[src/rtl/pong_game_engine.sv]
// Per-frame Pong game logic: paddles, ball, scores and serve/play/over sequencing.
// Buttons and start are synchronized here; all state advances only on frame_pulse.
module pong_game_engine #(
    parameter int PADDLE_H     = 80,
    parameter int PADDLE_STEP  = 4,
    parameter int BALL_STEP    = 2,
    parameter int SERVE_FRAMES = 60,
    parameter int WIN_SCORE    = 9
) (
    input  logic       clk,
    input  logic       rst,
    input  logic       frame_pulse,
    input  logic       p1_up,
    input  logic       p1_dn,
    input  logic       p2_up,
    input  logic       p2_dn,
    input  logic       start,
    output logic [9:0] y1,
    output logic [9:0] y2,
    output logic [9:0] xb,
    output logic [9:0] yb,
    output logic [3:0] score1,
    output logic [3:0] score2,
    output logic       game_over
);

    typedef enum logic [1:0] {SERVE, PLAY, OVER} state_t;

    localparam logic [9:0]         PADDLE_Y0  = 10'd200;
    localparam logic [9:0]         BALL_X0    = 10'd315;
    localparam logic [9:0]         BALL_Y0    = 10'd235;
    localparam logic signed [10:0] S_ZERO     = '0;
    localparam logic signed [10:0] PADDLE_MAX = 11'(480 - PADDLE_H);
    localparam logic signed [10:0] P_STEP     = 11'(PADDLE_STEP);
    localparam logic signed [10:0] B_STEP     = 11'(BALL_STEP);
    localparam logic signed [10:0] BALL_Y_MAX = 11'd470;
    localparam logic signed [10:0] BALL_X_MIN = 11'd10;
    localparam logic signed [10:0] BALL_X_MAX = 11'd620;
    localparam logic [10:0]        PAD_H11    = 11'(PADDLE_H);
    localparam logic [7:0]         SERVE_LAST = 8'(SERVE_FRAMES - 1);
    localparam logic [3:0]         WIN        = 4'(WIN_SCORE);

    state_t            state, state_n;
    logic [4:0]        sync_a, sync_b;
    logic              start_req;
    logic              b1_up, b1_dn, b2_up, b2_dn;
    logic              dx_right, dx_n, dy_down, dy_n;
    logic [7:0]        cnt, cnt_n;
    logic [9:0]        y1_n, y2_n, xb_n, yb_n;
    logic [3:0]        score1_n, score2_n, inc1, inc2;
    logic signed [10:0] nx, ny;

    assign b1_up     = sync_b[0];
    assign b1_dn     = sync_b[1];
    assign b2_up     = sync_b[2];
    assign b2_dn     = sync_b[3];
    assign game_over = (state == OVER);

    function automatic logic [9:0] move_paddle(input logic [9:0] y, input logic up, input logic dn);
        logic signed [10:0] t;
        t = $signed({1'b0, y});
        if (up && !dn)
            t = t - P_STEP;
        else if (dn && !up)
            t = t + P_STEP;
        if (t < S_ZERO)
            t = S_ZERO;
        else if (t > PADDLE_MAX)
            t = PADDLE_MAX;
        return 10'(t);
    endfunction

    function automatic logic [3:0] sat_inc(input logic [3:0] s);
        return (s == 4'hF) ? s : s + 4'd1;
    endfunction

    function automatic logic paddle_hit(input logic [9:0] ball_y, input logic [9:0] pad_y);
        return (({1'b0, ball_y} + 11'd10) > {1'b0, pad_y}) &&
               ({1'b0, ball_y} < ({1'b0, pad_y} + PAD_H11));
    endfunction

    // Start request stays pending until the next frame_pulse consumes it, in any state
    always_ff @(posedge clk or negedge rst) begin
        if (!rst) begin
            sync_a    <= '0;
            sync_b    <= '0;
            start_req <= 1'b0;
        end else begin
            sync_a    <= {start, p2_dn, p2_up, p1_dn, p1_up};
            sync_b    <= sync_a;
            start_req <= frame_pulse ? 1'b0 : (start_req | sync_b[4]);
        end
    end

    always_ff @(posedge clk or negedge rst) begin
        if (!rst) begin
            state    <= SERVE;
            y1       <= PADDLE_Y0;
            y2       <= PADDLE_Y0;
            xb       <= BALL_X0;
            yb       <= BALL_Y0;
            score1   <= '0;
            score2   <= '0;
            dx_right <= 1'b1;
            dy_down  <= 1'b1;
            cnt      <= '0;
        end else begin
            state    <= state_n;
            y1       <= y1_n;
            y2       <= y2_n;
            xb       <= xb_n;
            yb       <= yb_n;
            score1   <= score1_n;
            score2   <= score2_n;
            dx_right <= dx_n;
            dy_down  <= dy_n;
            cnt      <= cnt_n;
        end
    end

    always_comb begin
        state_n  = state;
        y1_n     = y1;
        y2_n     = y2;
        xb_n     = xb;
        yb_n     = yb;
        score1_n = score1;
        score2_n = score2;
        dx_n     = dx_right;
        dy_n     = dy_down;
        cnt_n    = cnt;
        inc1     = sat_inc(score1);
        inc2     = sat_inc(score2);
        ny       = $signed({1'b0, yb}) + (dy_down ? B_STEP : -B_STEP);
        nx       = $signed({1'b0, xb}) + (dx_right ? B_STEP : -B_STEP);

        if (frame_pulse) begin
            case (state)
                SERVE: begin
                    y1_n = move_paddle(y1, b1_up, b1_dn);
                    y2_n = move_paddle(y2, b2_up, b2_dn);
                    xb_n = BALL_X0;
                    yb_n = BALL_Y0;
                    if (cnt == SERVE_LAST) begin
                        cnt_n   = '0;
                        state_n = PLAY;
                    end else begin
                        cnt_n = cnt + 8'd1;
                    end
                end
                PLAY: begin
                    y1_n = move_paddle(y1, b1_up, b1_dn);
                    y2_n = move_paddle(y2, b2_up, b2_dn);
                    if (ny <= S_ZERO) begin
                        yb_n = '0;
                        dy_n = 1'b1;
                    end else if (ny >= BALL_Y_MAX) begin
                        yb_n = 10'(BALL_Y_MAX);
                        dy_n = 1'b0;
                    end else begin
                        yb_n = 10'(ny);
                    end
                    xb_n = 10'(nx);
                    // Hit tests use y1/y2 from before this frame's paddle move; a miss overrides the vertical result
                    if (!dx_right && nx <= BALL_X_MIN) begin
                        if (paddle_hit(yb, y1)) begin
                            xb_n = 10'(BALL_X_MIN);
                            dx_n = 1'b1;
                        end else begin
                            score2_n = inc2;
                            dx_n     = 1'b0;
                            dy_n     = ~dy_down;
                            xb_n     = BALL_X0;
                            yb_n     = BALL_Y0;
                            state_n  = (inc2 == WIN) ? OVER : SERVE;
                        end
                    end else if (dx_right && nx >= BALL_X_MAX) begin
                        if (paddle_hit(yb, y2)) begin
                            xb_n = 10'(BALL_X_MAX);
                            dx_n = 1'b0;
                        end else begin
                            score1_n = inc1;
                            dx_n     = 1'b1;
                            dy_n     = ~dy_down;
                            xb_n     = BALL_X0;
                            yb_n     = BALL_Y0;
                            state_n  = (inc1 == WIN) ? OVER : SERVE;
                        end
                    end
                end
                OVER: begin
                    if (start_req) begin
                        score1_n = '0;
                        score2_n = '0;
                        y1_n     = PADDLE_Y0;
                        y2_n     = PADDLE_Y0;
                        state_n  = SERVE;
                    end
                end
                default: state_n = SERVE;
            endcase
        end
    end

endmodule

[config.mk]
export PLATFORM = sky130hd
export DESIGN_NAME = pong_game_engine
export DESIGN_NICKNAME = d
export VERILOG_FILES = /design/src/rtl/pong_game_engine.sv
export SDC_FILE = /design/constraint.sdc
export NUM_CORES = 1
export LEC_CHECK = 0
export ABC_AREA = 1
export CAP_MARGIN = 20
export CORE_ASPECT_RATIO = 0.6
export CORE_MARGIN = 2
export CORE_UTILIZATION = 35
export CTS_BUF_LIST = sky130_fd_sc_hd__clkbuf_2 sky130_fd_sc_hd__clkbuf_4 sky130_fd_sc_hd__clkbuf_8
export CTS_CLUSTER_SIZE = 20
export DETAILED_ROUTE_END_ITERATION = 7
export PLACE_DENSITY = 0.66
export SETUP_SLACK_MARGIN = 0.4
export SYNTH_ARGS = -nofsm -noshare
export SYNTH_HDL_FRONTEND = slang
export SYNTH_SLANG_ARGS = --single-unit
[constraint.sdc]
create_clock -name clk -period 2.6 [get_ports clk]
set_clock_uncertainty 0.1 [all_clocks]
set_input_delay 0.39 -clock clk [delete_from_list [all_inputs] [get_ports clk]]
set_output_delay 0.39 -clock clk [all_outputs]
set_load 0.01 [all_outputs]
==> out/metrics.yaml, run 1 <==
synth_fa_ha_area_frac: 0.144
cp-start-kind: "flop"
routabilityCongestion: 0.880
vias_per_cell: 4.90
grt_pass1_vias: 5790
drv_slew: 0
violations: "setup timing"
drtAntennaViolNets: 0
clock.fmax_ghz: 0.346
criticalPathCategory: "flop to flop"
tightest_slew_ns: 0.742
finalNetCount: 1120
layout_commonest_cell: "nand2_1"
grt_util_met2: 0.269
wl_um: 18500
hpwlAfterDp_um: 14100
ys_types: 44
design.core.area_sq_um: 17000
dr.pass1.iters: 5
grt_max_degree: 27
die_area_sq_um: 18400
cp-end-kind: "flop"
fin_crit_sh: 1.11
yosysWarnings: 0
layout.cells.non_filler: 1284
antenna_found_initial: 0
setup_violations: 30
synth_cells: 866
start_util: 0.355
synthXorXnorAreaFrac: 0.0478
worstPathArrival_ns: 3.08
synth-compound-area-share: 0.104
grt.total_usage: 0.199
cts.sinks: 67
maxCapViolCount: 0
synth_top_family_by_area: "simple AND/OR/NAND/NOR gates"
drive_gt1_frac: 0.304
fill_cells: 1638
p_total_w: 0.00910
num_vias: 6293
p_leak_nw: 4.26
cts_root_buf: "clkbuf_8"
p_per_area_nw_per_um2: 1050
cp_data_required_time_ns: 2.79
async_flop_share: 1.00
rows: 37
global_route.usage.met1: 0.317
grt_pass1_wl_um: 29300
die_h_um: 106
ir_drop_uv: 414
ys_seq_area_frac: 0.282
dp.cells: 1242
n_antenna_cell: 0
layout_common_cells: "nand2_1 (191), inv_1 (119), buf_4 (110)"
clk_pin_slew_worst_paths_ns: 0.08
area_growth_pct: 43.0
ff2ff_path_depth: 14
slew_headroom: 0.503
synth-simple-area-share: 0.326
seq_area_sq_um: 1710
htree_num_levels: 3
ys_ff_latch: 67
drc: 0
tritoncts: "done"
fin_crit_ns: 2.89
synth-edff-count: 0
met3_usage: 0.0418
avgSynthCellArea_sq_um: 6.98
die_w_um: 174
status: "finished with violations"
io_buffers: 52
clk_latency_ns: 0.36
finalSetupTns_ns: -5.38
synth_ff_type: "dfrtp_1"
finalHoldViolations: 0
rsz0062_at_grt: "true"
ios: 57
worstPathMaxFanout: 8
drt_first_iter_violations: 455
worstHoldPathType: "flop to flop"
wl_per_cell_um: 14.4
numCtsBuffers: 9
grt_overflow_total: 0
multi_input_area_sq_um: 4430
synth.area.mux_share: 0.00186
min_delay_path_depth: 0
busiest_layer: "met1"
netlist_area_sq_um: 6040
clk_path_buf_depth: 2
setup_ws_ns: -0.291
[flip-flops by register name, summed over array words and instances, names as in the netlist]
signal     count
xb            10
yb            10
cnt            8
y1             8
y2             8
sync_a         5
sync_b         5
score1         4
score2         4
state          2
dx_right       1
dy_down        1
start_req      1
[cell type report]
type	instances	area share
clock buffer	10	0.0159
clock inverter	6	0.00753
inverter	139	0.0617
multi-input combinational	655	0.513
sequential	67	0.197
tap	234	0.0339
timing repair buffer	173	0.171
[per-layer routing]
metal | part of all wire | up-vias
li1 | - | 3170
met1 | 0.53 | 2930
met2 | 0.40 | 178
met3 | 0.066 | 15
met4 | 0.0083 | 0
met5 | 0 | -
[stage by stage]
stage                     instance area, sq um  worst slack (ns)  hold WS [ns]   util
final                                     8640            -0.291         0.252  0.507
after global routing                      8640            -0.440         0.261  0.507
after CTS                                 8090            -0.178         0.253  0.475
after detailed placement                  7580            -0.227         0.235  0.445
after global placement                    7580            -0.219         0.232  0.445
after floorplan                           6090          -0.00187      -0.00559      -
[power by group]
part / internal (W) / switching, W / total [W]
clock: 0.000469 / 0.000440 / 0.000909
combinational: 0.00288 / 0.00349 / 0.00637
sequential: 0.00142 / 0.000397 / 0.00182
total: 0.00477 / 0.00433 / 0.00910
[cell families after synthesis]
family / Yosys count
buffers and inverters: 147
XOR/XNOR: 33
other: 1
AO/OA/AOI/OAI: 111
flip-flops: 67
multiplexers: 1
adder cells (fa/ha/maj): 67
AND/OR/NAND/NOR: 439
[timing repair]
action,CTS,global route
endpoints found under the hold margin,19,0
gates resized for setup,60,113
pin swaps,10,32
hold buffers,1,0
setup buffers,11,14
endpoints found under the setup margin,45,45
[worst max-delay path: stages, from the launching register on]
cell        delay (ns)
dfstp_2           0.56
clkinvlp_4        0.14
buf_6             0.16
fa_2              0.60
buf_6             0.11
a21oi_2           0.03
o21ai_2           0.15
nand3_2           0.11
nand2_2           0.08
inv_2             0.04
nor2_4            0.15
nand2_4           0.10
a21boi_4          0.29
nand3_1           0.12
o21ai_1           0.09
[cell usage after synthesis, types with 10 or more instances]
library cell | instances | area (sq um)
dfrtp_1 | 47 | 1180
o21ai_1 | 10 | 50.1
o21ai_0 | 40 | 200
inv_1 | 131 | 492
ha_1 | 63 | 788
nand2_1 | 222 | 833
nand2_2 | 10 | 62.6
dfstp_2 | 20 | 526
nor2_1 | 77 | 289
nor3_1 | 15 | 75.1
nand3_1 | 60 | 300
a21oi_1 | 34 | 170
nand3b_1 | 10 | 75.1
xor2_1 | 30 | 263
nand4_1 | 22 | 138
[worst paths after layout]
kind,from,end,slack [ns]
max in group asynchronous,rst,y2[3],1.16
setup / recovery,dx_right,score1[1],-0.29
hold / removal,sync_a[4],sync_b[4],0.25
hold reg to reg,sync_a[4],sync_b[4],0.25
min in group asynchronous,rst,score1[0],0.43
setup reg to reg,dx_right,score1[1],-0.29
No activity file was read; power rests on OpenSTA's default activity.
==> inputs of run 2 (changes only) <==
- CORE_ASPECT_RATIO: 0.6 -> 1.4
==> run 2 against run 1 <==
  * The run still ends with setup timing left
  * Setup slack gained 0.12 ns
  * Register-to-register slack better by 0.12 ns
  * Count of clock-buffer cells in the layout decreased by 1
  * Critical path depth decreased by 1
  * Final area down 1.6%
  * Sequential power is 2% lower
  * Via count decreased by 1.9%
  * Maximum frequency up 4.3%
  * Global-route usage decreased by 0.98 points
  * Routed wire length fell by 4.4%
  * Combinational power decreased by 7.2%
  * Largest power group unchanged
==> out/metrics.yaml, run 2 (synthesis results as in run 1) <==
slowest_stage: "dfstp_2"
drive_gt1_frac: 0.295  # -0.00868
slew_headroom: 0.460  # -0.0435
wl_um: 17700  # -4.4%
die_w_um: 115  # -34%
worstPathMaxFanout: 8  # unchanged
drt_first_iter_violations: 229  # -50%
cts.sinks: 67  # unchanged
n_antenna_cell: 0  # unchanged
finalNetCount: 1117  # -0.27%
dp_worst_setup_slack_ns: -0.198  # +0.0289 ns
crit_start: "dx_right"
clk_latency_ns: 0.35  # about the same
layout_common_cells: "nand2_1 (195), inv_1 (116), buf_4 (113)"
drv_slew: 0  # unchanged
grt_max_degree: 36  # +33%
grt_overflow_total: 0  # unchanged
cp-end-kind: "flop"
grt_pass1_wl_um: 28000  # -4.3%
finalHoldViolations: 0  # unchanged
clk_path_buf_depth: 2  # unchanged
ios: 57  # unchanged
htree_num_levels: 3  # unchanged
start_util: 0.359  # +0.00465
clk_pin_slew_worst_paths_ns: 0.08  # about the same
p_per_area_nw_per_um2: 1010  # -4.5%
tritoncts: "done"
hpwlAfterDp_um: 13500  # -3.8%
die_h_um: 159  # +51%
cp_data_required_time_ns: 2.78  # about the same
design.core.area_sq_um: 16800  # -1.3%
num_vias: 6173  # -1.9%
numCtsBuffers: 9  # unchanged
p_leak_nw: 4.22  # -0.82%
setup_violations: 30  # unchanged
fin_crit_sh: 1.07  # -0.0462
slowest_delay_ns: 0.60  # about the same
violations: "setup timing"
worstPathArrival_ns: 2.95  # -0.13 ns
dr.pass1.iters: 5  # unchanged
fill_cells: 1571  # -4.1%
criticalPathCategory: "flop to flop"
ir_drop_uv: 570  # +38%
rows: 56  # +51%
fin_crit_ns: 2.77  # -0.120 ns
vias_per_cell: 4.94  # +0.76%
whs_ns: 0.0295  # -0.222 ns
cp-start-kind: "flop"
drc: 0  # unchanged
setup_ws_ns: -0.171  # +0.120 ns
maxCapViolCount: 0  # unchanged
rsz0062_at_grt: "true"
clock.fmax_ghz: 0.361  # +4.3%
worstHoldPathType: "input pin to async pin"
wl_per_cell_um: 14.2  # -1.8%
antenna_found_initial: 0  # unchanged
r2r_start: "dx_right"
grt.total_usage: 0.189  # -0.00977
cp_cell_sequence: "clkinvlp_4 > fa_2 > buf_6 > a21oi_2 > o21ai_2 > nand3_2 > nand2_2 > inv_2 > nor2_4 > nand2_4 > a21boi_4 > nand3_1 > o21ai_1"
status: "finished with violations"
cts_root_buf: "clkbuf_8"
drtAntennaViolNets: 0  # unchanged
reg.largest.list: "xb: 10 flops, yb: 10 flops"
die_area_sq_um: 18400  # -0.11%
routabilityCongestion: 0.880  # about the same
tightest_slew_ns: 0.810  # +0.0680 ns
grt_pass1_vias: 6012  # +3.8%
io_buffers: 52  # unchanged
area_growth_pct: 40.7
layout_commonest_cell: "nand2_1"
run 2: changes by cell type in the layout (fill, tap and decap cells not counted), moves of 3 or more:
cell and delta:
o21ai_0 +3, o21ai_1 -4, inv_1 -3, buf_6 -6
buf_4 +3, nand2_1 +4, a21oi_2 -7, inv_2 +3
nand3_4 -3, a21oi_1 +6, nor3_2 +3
run 2: power breakdown:
| part | switching, W | total [W] | internal [W] |
|---|---|---|---|
| Clock | 0.000423 | 0.000862 | 0.000439 |
| Sequential | 0.000360 | 0.00178 | 0.00142 |
| Combinational | 0.00322 | 0.00591 | 0.00269 |
| Total | 0.00400 | 0.00855 | 0.00455 |
run 2: worst paths after layout:
path / slack, ns / cells after the start / endpoint
min in group clk: 0.25 / 0 / sync_b[1]
min reg2reg: 0.25 / 0 / sync_b[1]
min: 0.03 / 1 / sync_a[2]
max reg2reg: -0.17 / 13 / score1[0]
max: -0.17 / 13 / score1[0]
max in group asynchronous: 1.62 / 2 / xb[1]
run 2: stage by stage:
stage                     total power [W]  std cells  instance area (sq um)  TNS (ns)   util
after global routing              0.00934       1250                   8500     -8.16  0.506
after CTS                         0.00803       1228                   8040     -2.77  0.478
final                             0.00855       1250                   8500     -3.29  0.506
after global placement            0.00682       1203                   7480     -3.51  0.445
after detailed placement          0.00690       1203                   7480     -3.94  0.445
after floorplan                   0.00492        869                   6090  -0.00187      -
run 2: layout make-up:
cell class | count | area [sq um] | area share
clock buffers | 9 | 124 | 0.0146
clock inverters | 7 | 68.8 | 0.00809
inverters | 139 | 538 | 0.0633
multi-input cells | 655 | 4380 | 0.516
flip-flops and latches | 67 | 1700 | 0.200
well taps | 203 | 254 | 0.0299
repair buffers | 169 | 1420 | 0.167
repair inverters | 1 | 7.51 | 0.000883
run 2: worst max-delay path, delay by kind of cell, from the launching register on:
family                     cells  cell delay [ns]
DFF                            1             0.60
adders and majority gates      1             0.60
buffers and inverters          3             0.36
and+or+nand+nor                5             0.53
AOI/OAI and AO/OA              4             0.52
run 2: per-layer routing:
layer | vias to the layer above | track usage | part of all wire
li1 | 3147 | - | -
met1 | 2872 | 0.216 | 0.41
met2 | 122 | 0.359 | 0.54
met3 | 32 | 0.0232 | 0.032
met4 | 0 | 0.0553 | 0.026
met5 | - | 0 | 0
run 2: what timing repair did:
action                                  CTS  global route
pin swaps                                24            47
buffers inserted                          8            22
endpoints found under the setup margin   42            43
cloned                                    1             0
resized for setup                        66            81
hold buffers                              0             0
==> inputs of run 3 (changes only) <==
- CORE_UTILIZATION: 35 -> 27
- GPL_TIMING_DRIVEN: default -> 0
- PLACE_DENSITY: 0.66 -> 0.56
==> run 3 against run 2 <==
  * The flow still finishes with violations (setup timing)
  * Maximum frequency is 1.2% lower
  * Flip-flop and latch count stayed put
  * Sequential share of layout area is 1.2 points higher
  * Clock power is 4.1% lower
  * Global-route usage is 4.4 points lower
  * Total power is 6.1% lower
  * Sequential power is 5% higher
  * Final area is 5.2% lower
  * Critical path depth is 6 higher
  * Final cell count is 1.9% higher
  * Combinational power is 9.8% lower
  * Critical path type unchanged
==> out/metrics.yaml, run 3 (synthesis results as in run 1) <==
drv_slew: 0  # unchanged
rsz0062_at_grt: "true"
start_util: 0.275  # -0.0840
grt_overflow_total: 0  # unchanged
die_w_um: 130  # +13%
worstPathArrival_ns: 2.99  # +0.04 ns
die_h_um: 181  # +14%
status: "finished with violations"
met3_usage: 0.0198  # -0.00338
global_route.usage.met1: 0.170  # -0.0460
p_total_w: 0.00803  # -6.1%
design.core.area_sq_um: 21900  # +30%
worstPathMaxFanout: 6  # -2
clk_path_buf_depth: 2  # unchanged
setup_ws_ns: -0.203  # -0.0323 ns
finalHoldViolations: 0  # unchanged
reg.largest.list: "xb: 10 flops, yb: 10 flops"
clk_latency_ns: 0.37  # +0.02 ns
layout_commonest_cell: "nand2_1"
numCtsBuffers: 9  # unchanged
vias_per_cell: 4.61  # -6.7%
io_buffers: 52  # unchanged
n_antenna_cell: 0  # unchanged
cp_data_required_time_ns: 2.79  # about the same
clock.fmax_ghz: 0.357  # -1.2%
num_vias: 5873  # -4.9%
routabilityCongestion: 0.866  # -1.6%
tightest_slew_ns: 0.884  # +0.0741 ns
grt.total_usage: 0.145  # -0.0439
ir_drop_uv: 701  # +23%
cp-end-kind: "flop"
cts_root_buf: "clkbuf_8"
area_growth_pct: 33.4
tritoncts: "done"
slew_headroom: 0.410  # -0.0494
maxCapViolCount: 0  # unchanged
finalNetCount: 1047  # -6.3%
clk_pin_slew_worst_paths_ns: 0.08  # about the same
dp_worst_setup_slack_ns: -0.438  # -0.241 ns
wl_um: 17000  # -4.1%
rows: 64  # +14%
criticalPathCategory: "flop to flop"
wl_per_cell_um: 13.3  # -5.9%
ios: 57  # unchanged
drtAntennaViolNets: 0  # unchanged
grt_util_met2: 0.270  # -0.0885
hpwlAfterDp_um: 12600  # -6.8%
busiest_layer: "met2"
dr.pass1.iters: 6  # +1
grt_pass1_vias: 5739  # -4.5%
cp-start-kind: "flop"
violations: "setup timing"
p_leak_nw: 3.82  # -9.4%
setup_violations: 29  # -3.3%
antenna_found_initial: 0  # unchanged
drive_gt1_frac: 0.240  # -0.0556
drc: 0  # unchanged
fin_crit_ns: 2.80  # +0.0323 ns
drt_first_iter_violations: 263  # +15%
htree_num_levels: 3  # unchanged
grt_max_degree: 68  # +89%
fin_crit_sh: 1.08  # +0.0124
die_area_sq_um: 23600  # +29%
layout_common_cells: "nand2_1 (205), inv_1 (111), nor2_1 (67)"
cts.sinks: 67  # unchanged
worstHoldPathType: "input pin to async pin"
grt_pass1_wl_um: 27400  # -2.2%
p_per_area_nw_per_um2: 996  # -0.93%
## run 3: worst paths after layout
check                      cells past startpoint  slack [ns]       from        end
max                                           19       -0.20      yb[1]      xb[4]
min                                            1        0.04        rst      y1[5]
max reg2reg                                   19       -0.20      yb[1]      xb[4]
min reg2reg                                    0        0.25  sync_a[0]  sync_b[0]
max in group asynchronous                      1        1.72        rst      yb[8]
min in group clk                               0        0.25  sync_a[0]  sync_b[0]
## run 3: cell type report
type                       count  area, sq um
buffer                         8         48.8
clock buffer                  12          159
sequential                    67         1710
multi-input combinational    655         4370
tap                          297          372
inverter                     139          543
timing repair buffer          92          832
fill                        2322        13900
clock inverter                 4         25.0
## run 3: repair_timing
action,4_1_cts,5_1_grt
buffers inserted,25,15
hold buffers,0,0
gates resized for setup,66,76
pin swaps,19,19
setup endpoints to repair,43,48
## run 3: stage by stage
stage	TNS [ns]	utilization	cells	cell area [sq um]	hold slack, ns
after global routing	-8.51	0.367	1274	8060	0.107
after detailed placement	-10.55	0.318	1218	6980	0.235
final	-3.97	0.367	1274	8060	0.0424
after global placement	-84.94	0.318	1218	6980	0.233
after CTS	-4.29	0.348	1259	7630	0.0752
after floorplan	-0.00187	-	869	6090	-0.00559
## run 3: power breakdown
group	internal, W	leakage, nW	switching [W]
Clock	0.000406	0.0918	0.000421
Sequential	0.00143	0.783	0.000443
Combinational	0.00234	2.95	0.00299
## run 3: metal layers
layer	vias to the layer above	share of wire
li1	3005	-
met3	22	0.027
met2	85	0.53
met1	2761	0.42
met5	-	0
met4	0	0.018
## run 3: critical path, cell delays in order (launching register included)
cell	delay, ns
dfstp_2	0.58
buf_4	0.12
nand2_1	0.05
nand2_2	0.14
buf_4	0.13
xor2_1	0.18
inv_2	0.08
ha_4	0.28
a21oi_1	0.06
o21a_1	0.16
nor2_1	0.09
nor2_1	0.05
nand2_1	0.08
nand3_2	0.09
inv_2	0.07
nand2_2	0.07
nand2_4	0.10
nand2_4	0.08
nand2_8	0.13
nand3_2	0.07
